==> src/rtl/seven_seg_pkg.sv <==
// Shared encodings and the segment decoder for the multiplexed seven-segment driver.
package seven_seg_pkg;

    localparam logic [1:0] MODE_INT_BLANK = 2'b00;
    localparam logic [1:0] MODE_INT_FULL  = 2'b01;
    localparam logic [1:0] MODE_FIXED_DP  = 2'b10;
    localparam logic [1:0] MODE_OFF       = 2'b11;

    // Active-low {g,f,e,d,c,b,a}
    localparam logic [6:0] SEG_BLANK = 7'h7F;
    localparam logic [6:0] SEG_DASH  = 7'b0111111;

    function automatic logic [6:0] bcd_to_seg(input logic [3:0] bcd);
        logic [6:0] seg;
        case (bcd)
            4'd0:    seg = 7'b1000000;
            4'd1:    seg = 7'b1111001;
            4'd2:    seg = 7'b0100100;
            4'd3:    seg = 7'b0110000;
            4'd4:    seg = 7'b0011001;
            4'd5:    seg = 7'b0010010;
            4'd6:    seg = 7'b0000010;
            4'd7:    seg = 7'b1111000;
            4'd8:    seg = 7'b0000000;
            4'd9:    seg = 7'b0010000;
            default: seg = SEG_BLANK;
        endcase
        return seg;
    endfunction

endpackage

==> src/rtl/bin_to_bcd_seq.sv <==
// Sequential double-dabble converter: one add-3/shift step per cycle, BIN_WIDTH steps.
module bin_to_bcd_seq #(
    parameter int BIN_WIDTH  = 14,
    parameter int NUM_DIGITS = 4
) (
    input  logic                      clk,
    input  logic                      rst_n,
    input  logic                      start,
    input  logic [BIN_WIDTH-1:0]      bin,
    output logic                      busy,
    output logic                      done,
    output logic [4*NUM_DIGITS-1:0]   bcd,
    output logic                      overflow
);

    localparam int BCD_W = 4 * NUM_DIGITS;
    localparam int SR_W  = BCD_W + BIN_WIDTH;
    localparam int CNT_W = $clog2(BIN_WIDTH);
    localparam logic [BIN_WIDTH-1:0] MAX_VAL = BIN_WIDTH'(10 ** NUM_DIGITS - 1);

    logic [SR_W-1:0]  sr_q, sr_d, sr_adj, sr_next;
    logic [CNT_W-1:0] cnt_q, cnt_d;
    logic             busy_q, busy_d;
    logic             ovf_q, ovf_d;
    logic             last_step;

    assign last_step = busy_q && (cnt_q == CNT_W'(BIN_WIDTH - 1));

    always_comb begin
        sr_adj = sr_q;
        for (int i = 0; i < NUM_DIGITS; i++) begin
            if (sr_adj[BIN_WIDTH+4*i +: 4] >= 4'd5)
                sr_adj[BIN_WIDTH+4*i +: 4] = sr_adj[BIN_WIDTH+4*i +: 4] + 4'd3;
        end
        sr_next = {sr_adj[SR_W-2:0], 1'b0};

        sr_d   = sr_q;
        cnt_d  = cnt_q;
        busy_d = busy_q;
        ovf_d  = ovf_q;
        if (busy_q) begin
            sr_d  = sr_next;
            cnt_d = cnt_q + CNT_W'(1);
            if (last_step)
                busy_d = 1'b0;
        end else if (start) begin
            sr_d   = SR_W'(bin);
            cnt_d  = '0;
            busy_d = 1'b1;
            ovf_d  = (bin > MAX_VAL);
        end
    end

    always_ff @(posedge clk or negedge rst_n) begin
        if (!rst_n) begin
            sr_q   <= '0;
            cnt_q  <= '0;
            busy_q <= 1'b0;
            ovf_q  <= 1'b0;
        end else begin
            sr_q   <= sr_d;
            cnt_q  <= cnt_d;
            busy_q <= busy_d;
            ovf_q  <= ovf_d;
        end
    end

    // done/bcd are combinational so the caller can latch the result on the same edge BUSY falls.
    assign busy     = busy_q;
    assign done     = last_step;
    assign bcd      = sr_next[SR_W-1:BIN_WIDTH];
    assign overflow = ovf_q;

endmodule

==> src/rtl/seven_seg_scan_driver.sv <==
// Time-multiplexed common-anode display driver with blanking, zero suppression and overflow dashes.
module seven_seg_scan_driver
    import seven_seg_pkg::*;
#(
    parameter int NUM_DIGITS   = 4,
    parameter int BIN_WIDTH    = 14,
    parameter int REFRESH_DIV  = 2000,
    parameter int BLANK_CYCLES = 8,
    parameter int DP_POS       = 1
) (
    input  logic                  CLK,
    input  logic                  RESET,
    input  logic                  LOAD,
    input  logic [BIN_WIDTH-1:0]  BIN_IN,
    input  logic [1:0]            MODE,
    output logic                  BUSY,
    output logic [NUM_DIGITS-1:0] ANODE,
    output logic [6:0]            SEG,
    output logic                  DP
);

    localparam int IDX_W = (NUM_DIGITS > 1) ? $clog2(NUM_DIGITS) : 1;
    localparam int PRE_W = (REFRESH_DIV > 1) ? $clog2(REFRESH_DIV) : 1;

    logic [PRE_W-1:0]                presc_q, presc_d;
    logic [IDX_W-1:0]                idx_q, idx_d;
    logic [1:0]                      mode_q, mode_d;
    logic [NUM_DIGITS-1:0][3:0]      digit_q, digit_d;
    logic                            ovf_q, ovf_d;
    logic [NUM_DIGITS-1:0]           anode_q, anode_d;
    logic [6:0]                      seg_q, seg_d;
    logic                            dp_q, dp_d;

    logic                            conv_done;
    logic                            conv_ovf;
    logic [4*NUM_DIGITS-1:0]         conv_bcd;
    logic [NUM_DIGITS-1:0]           lz;
    logic                            upper_zero;
    logic                            blank;

    bin_to_bcd_seq #(
        .BIN_WIDTH  (BIN_WIDTH),
        .NUM_DIGITS (NUM_DIGITS)
    ) u_conv (
        .clk      (CLK),
        .rst_n    (RESET),
        .start    (LOAD),
        .bin      (BIN_IN),
        .busy     (BUSY),
        .done     (conv_done),
        .bcd      (conv_bcd),
        .overflow (conv_ovf)
    );

    always_comb begin
        presc_d = presc_q + PRE_W'(1);
        idx_d   = idx_q;
        mode_d  = mode_q;
        // MODE is sampled once per slot so a slot never mixes two display styles.
        if (presc_q == PRE_W'(REFRESH_DIV - 1)) begin
            presc_d = '0;
            idx_d   = (idx_q == IDX_W'(NUM_DIGITS - 1)) ? '0 : idx_q + IDX_W'(1);
            mode_d  = MODE;
        end

        digit_d = digit_q;
        ovf_d   = ovf_q;
        if (conv_done) begin
            digit_d = conv_bcd;
            ovf_d   = conv_ovf;
        end

        // lz[i]: digit i and every digit above it are zero.
        upper_zero = 1'b1;
        lz         = '0;
        for (int i = NUM_DIGITS - 1; i >= 0; i--) begin
            upper_zero = upper_zero && (digit_d[i] == 4'd0);
            lz[i]      = upper_zero;
        end

        case (mode_d)
            MODE_INT_BLANK: blank = lz[idx_d] && (idx_d != '0);
            MODE_FIXED_DP:  blank = lz[idx_d] && (idx_d > IDX_W'(DP_POS));
            default:        blank = 1'b0;
        endcase

        if (ovf_d)
            seg_d = SEG_DASH;
        else if (blank)
            seg_d = SEG_BLANK;
        else
            seg_d = bcd_to_seg(digit_d[idx_d]);

        dp_d = !((mode_d == MODE_FIXED_DP) && (idx_d == IDX_W'(DP_POS)) && !ovf_d);

        anode_d = '1;
        if ((presc_d >= PRE_W'(BLANK_CYCLES)) && (mode_d != MODE_OFF))
            anode_d[idx_d] = 1'b0;
    end

    always_ff @(posedge CLK or negedge RESET) begin
        if (!RESET) begin
            presc_q <= '0;
            idx_q   <= '0;
            mode_q  <= MODE_INT_BLANK;
            digit_q <= '0;
            ovf_q   <= 1'b0;
            anode_q <= '1;
            seg_q   <= SEG_BLANK;
            dp_q    <= 1'b1;
        end else begin
            presc_q <= presc_d;
            idx_q   <= idx_d;
            mode_q  <= mode_d;
            digit_q <= digit_d;
            ovf_q   <= ovf_d;
            anode_q <= anode_d;
            seg_q   <= seg_d;
            dp_q    <= dp_d;
        end
    end

    assign ANODE = anode_q;
    assign SEG   = seg_q;
    assign DP    = dp_q;

endmodule
==> config.mk <==
export PLATFORM = sky130hd
export DESIGN_NAME = seven_seg_scan_driver
export DESIGN_NICKNAME = d
export VERILOG_FILES = /design/src/rtl/seven_seg_pkg.sv /design/src/rtl/bin_to_bcd_seq.sv /design/src/rtl/seven_seg_scan_driver.sv
export SDC_FILE = /design/constraint.sdc
export NUM_CORES = 1
export LEC_CHECK = 0
export BUFFER_PORTS_ARGS = -buffer_cell sky130_fd_sc_hd__buf_2
export CAP_MARGIN = 5
export CORE_UTILIZATION = 60
export DETAILED_ROUTE_END_ITERATION = 16
export PLACE_DENSITY = 0.84
export SLEW_MARGIN = 15
export SYNTH_ARGS = -nofsm -noshare
export SYNTH_HDL_FRONTEND = slang
export SYNTH_SLANG_ARGS = --single-unit
==> constraint.sdc <==
create_clock -name CLK -period 2.9 [get_ports CLK]
set_input_delay 0.725 -clock CLK [delete_from_list [all_inputs] [get_ports CLK]]
set_output_delay 0.725 -clock CLK [all_outputs]
set_load 0.01 [all_outputs]
==> key figures <==
Timing
  • Post-route setup slack: 244 ps
  • Maximum clock rate: ~0.38 GHz
  • Setup TNS Final: 0 ps
  • Slew margin rel.: 41.9%
  • Minimum clock period: roughly 2700 ps
  • Worst-Margin Slew: 871 ps
  • Final count of negative-setup-slack endpoints: 0
  • Final period util: roughly nine tenths
  • Clk_skew: about 9.3 ps
  • Max-slew violation count: 0
  • RSZ-0062 raised after global routing: false
  • Final hold violations: 0

Finish
  • Most common cell after layout, fill and taps aside: nand2_1
  • N_diodes: 0
  • Fin util: 68.4%
  • Area delta synth->final: 10.4%
  • Layout Nets: just over 500
  • Cell Count, Final, Fillers Out: around 570
  • Final Instance Area: 4650 um2
  • Layout cells sized above 1: 17.5%
  • Most frequent cells in the layout: nand2_1 (73), dfrtp_1 (68), o21ai_0 (37)

Clocking
  • Reg clk slew, reported paths: 80 ps
  • Post-CTS setup buffer count: 0
  • CTS Hold Bufs: 0
  • Clock Path Buffers: 2
  • H-tree depth: 3
  • Clk Tree Root Cell: clkbuf_8
  • Clk_lat worst skew: 350 ps
  • Cts bufs inserted: 9
  • Clock Sinks: 80
  • CTS tree: done

Placed design
  • I/O Buffers: 31
  • RD Place Congestion: 0.841
  • DP HPWL: just under 6000 um
  • Post-place instance area: 4490 um2
  • Placement Setup Slack: 248 ps
  • Placed Cells incl. Taps: approximately 550

Global route
  • Vias in the first global route: 3151
  • Total gr overflow: 0
  • Initial antenna violation count: 0
  • Total track usage: 24.6%
  • First-pass GRT wire length: about 14000 um
  • Largest net degree at the start of global routing: 44

Power and ir drop
  • Pint: 0.00256 W
  • Switching power: 0.00168 W
  • P_leak: 2.13 nW
  • Cell Pwr Density: between 900 and 1000 nW/um2
  • Combinational Power Share: 41.5%
  • Sw Ratio: 39.7%
  • Clock power frac: 16.2%
  • Maximum vdd drop: 0.527 mV
  • Seq pwr share: 42.3%

Routing
  • Final WL: 8210 um
  • TritonRoute pass-1 iters: 5
  • WL/cell: 14.4 um
  • Vias: 3305
  • DR iter-0 viols: roughly 150
  • Drt via density: a little under 6
  • Remaining DRCs: 0
  • Post-DRT Antenna Nets: 0

Setup path
  • Buffers & Inverters on Critical Path: 2
  • Crit-path max FO: 10
  • Data arrival time of the worst path: 2910 ps
  • Crit-path max cell delay: between 300 and 400 ps
  • CP required: roughly 3200 ps
  • Crit path kind: flip-flop to flip-flop
  • R2r setup slk: 240 ps
  • Slowest-stage cell, CP: dfrtp_1
  • CP Cell Sequence: ha_1 -> and3_4 -> and3_1 -> mux2i_4 -> inv_4 -> mux2i_1 -> mux2i_1 -> buf_4 -> o31a_1 -> nor3_4 -> o21ai_1
  • Critical path's most frequent cell: mux2i_1
  • Startpoint types: flip-flop
  • Crit end category: flip-flop
  • Largest delay share family, worst path: simple AND/OR/NAND/NOR gates

Synth
  • Post-synth EDFFs: 0
  • Synthesized area: 4210 um2
  • Synth cell types: 53
  • Synth Flop Type: dfrtp_1
  • Post-Syn Instances: 434
  • Synth warn: 0
  • Async set-reset flop share out of synthesis: 100%
  • Top post-synthesis cells by area: dfrtp_1 (40%), dfstp_2 (7.5%), mux2i_1 (6.7%)
  • Syn avg cell area: 9.70 um2
  • Yosys top cell area share: 40.4%
  • Sequential area share after synthesis: 47.9%
  • Syn_nets: 470
  • Number of synthesized register bits: 80
  • Cell taking the most area after synthesis: dfrtp_1

Flow run
  • Max Cap Viol: 0

Floorplan
  • Core region area: 6790 um2
  • Io pins: 32
  • Initial core utilization: 62.0%
  • Die height: approximately 86 um
  • Site Rows: 30
  • Die ar.: 7360 um2
  • Die W: 85.8 um

Min path
  • Hold crit path type: input pin to asynchronous set/reset pin

Status
  • Outcome: complete, no violations
## metal layers
metal / up-vias / track usage (%) / wire, um
met3: 23 / 3.66 / 358
met1: 1594 / 32.5 / 3770
li1: 1598 / - / -
met2: 90 / 39.6 / 3840
met5: - / 0 / 0
met4: 0 / 12.4 / 241
## worst register-to-register path, cell delays in order (launching register included)
cell	delay (ps)
dfrtp_1	370
ha_1	240
and3_4	230
and3_1	250
mux2i_4	290
inv_4	100
mux2i_1	170
mux2i_1	110
buf_4	180
o31a_1	320
nor3_4	190
o21ai_1	110
## cell families after synthesis
family | synth area share, %
fa+ha+maj | 5.05
xor+xnor | 1.87
flops | 47.9
buf+inv | 3.74
mux | 8.32
simple gates | 18.1
compound gates | 15.0
## worst paths after layout
kind	start	to	cells after the start
max	presc_q[0]	SEG[5]	11
min	RESET	presc_q[2]	1
max reg2reg	presc_q[0]	SEG[5]	11
min reg2reg	presc_q[0]	presc_q[0]	1
max in group asynchronous	RESET	SEG[2]	2
min in group CLK	presc_q[0]	presc_q[0]	1
## cell usage after synthesis, drive strengths merged, types with 2 or more instances
| library cell | count |
|---|---|
| a211oi | 8 |
| nand3 | 11 |
| xor2 | 3 |
| and3 | 5 |
| ha | 17 |
| nand2 | 73 |
| nor3b | 5 |
| inv | 20 |
| o21ai | 41 |
| o31ai | 16 |
| nor2 | 27 |
| dfrtp | 68 |
| nor4 | 3 |
| clkbuf | 14 |
| o22ai | 6 |
| nand2b | 7 |
| xnor2 | 6 |
| a31o | 2 |
| and4 | 2 |
| a31oi | 7 |
| nor2b | 4 |
| mux2i | 31 |
| or2 | 2 |
| o32ai | 5 |
| buf | 5 |
| nor3 | 4 |
| and2 | 6 |
| nand4 | 3 |
| dfstp | 12 |
| a21oi | 7 |
| or3 | 4 |
## power groups by stage
stage                     registers, W  logic [W]  clock network [W]
after floorplan                0.00175    0.00132                  0
after global placement         0.00178    0.00167                  0
after detailed placement       0.00180    0.00175                  0
after CTS                      0.00179    0.00176           0.000702
after global routing           0.00184    0.00200           0.000745
final                          0.00179    0.00176           0.000685
## final cells by class
type                       count  area (um2)
clock buffer                  12         135
clock inverter                 4        22.5
fill                         520        2140
inverter                      20        77.6
multi-input combinational    315        2040
sequential                    80        2020
tap                           96         120
timing repair buffer          42         240
## stage by stage
stage	total power [W]	hold WS, ps
CTS	0.00425	373
finish	0.00424	352
detailed placement	0.00355	448
global route	0.00458	392
floorplan	0.00307	423
global placement	0.00345	436
## repair_timing
item                                    4_1_cts  5_1_grt
hold endpoints to repair                      0        0
endpoints found under the setup margin        0        1
resized for setup                             0        1
## registers in the layout, summed over array words and instances, names as in the netlist
| register | count |
|---|---|
| ANODE | 4 |
| DP | 1 |
| SEG | 7 |
| digit_q | 16 |
| idx_q | 2 |
| mode_q | 2 |
| ovf_q | 1 |
| presc_q | 11 |
| u_conv.busy | 1 |
| u_conv.cnt_q | 4 |
| u_conv.overflow | 1 |
| u_conv.sr_q | 30 |
(Power assumes the default switching activity.)
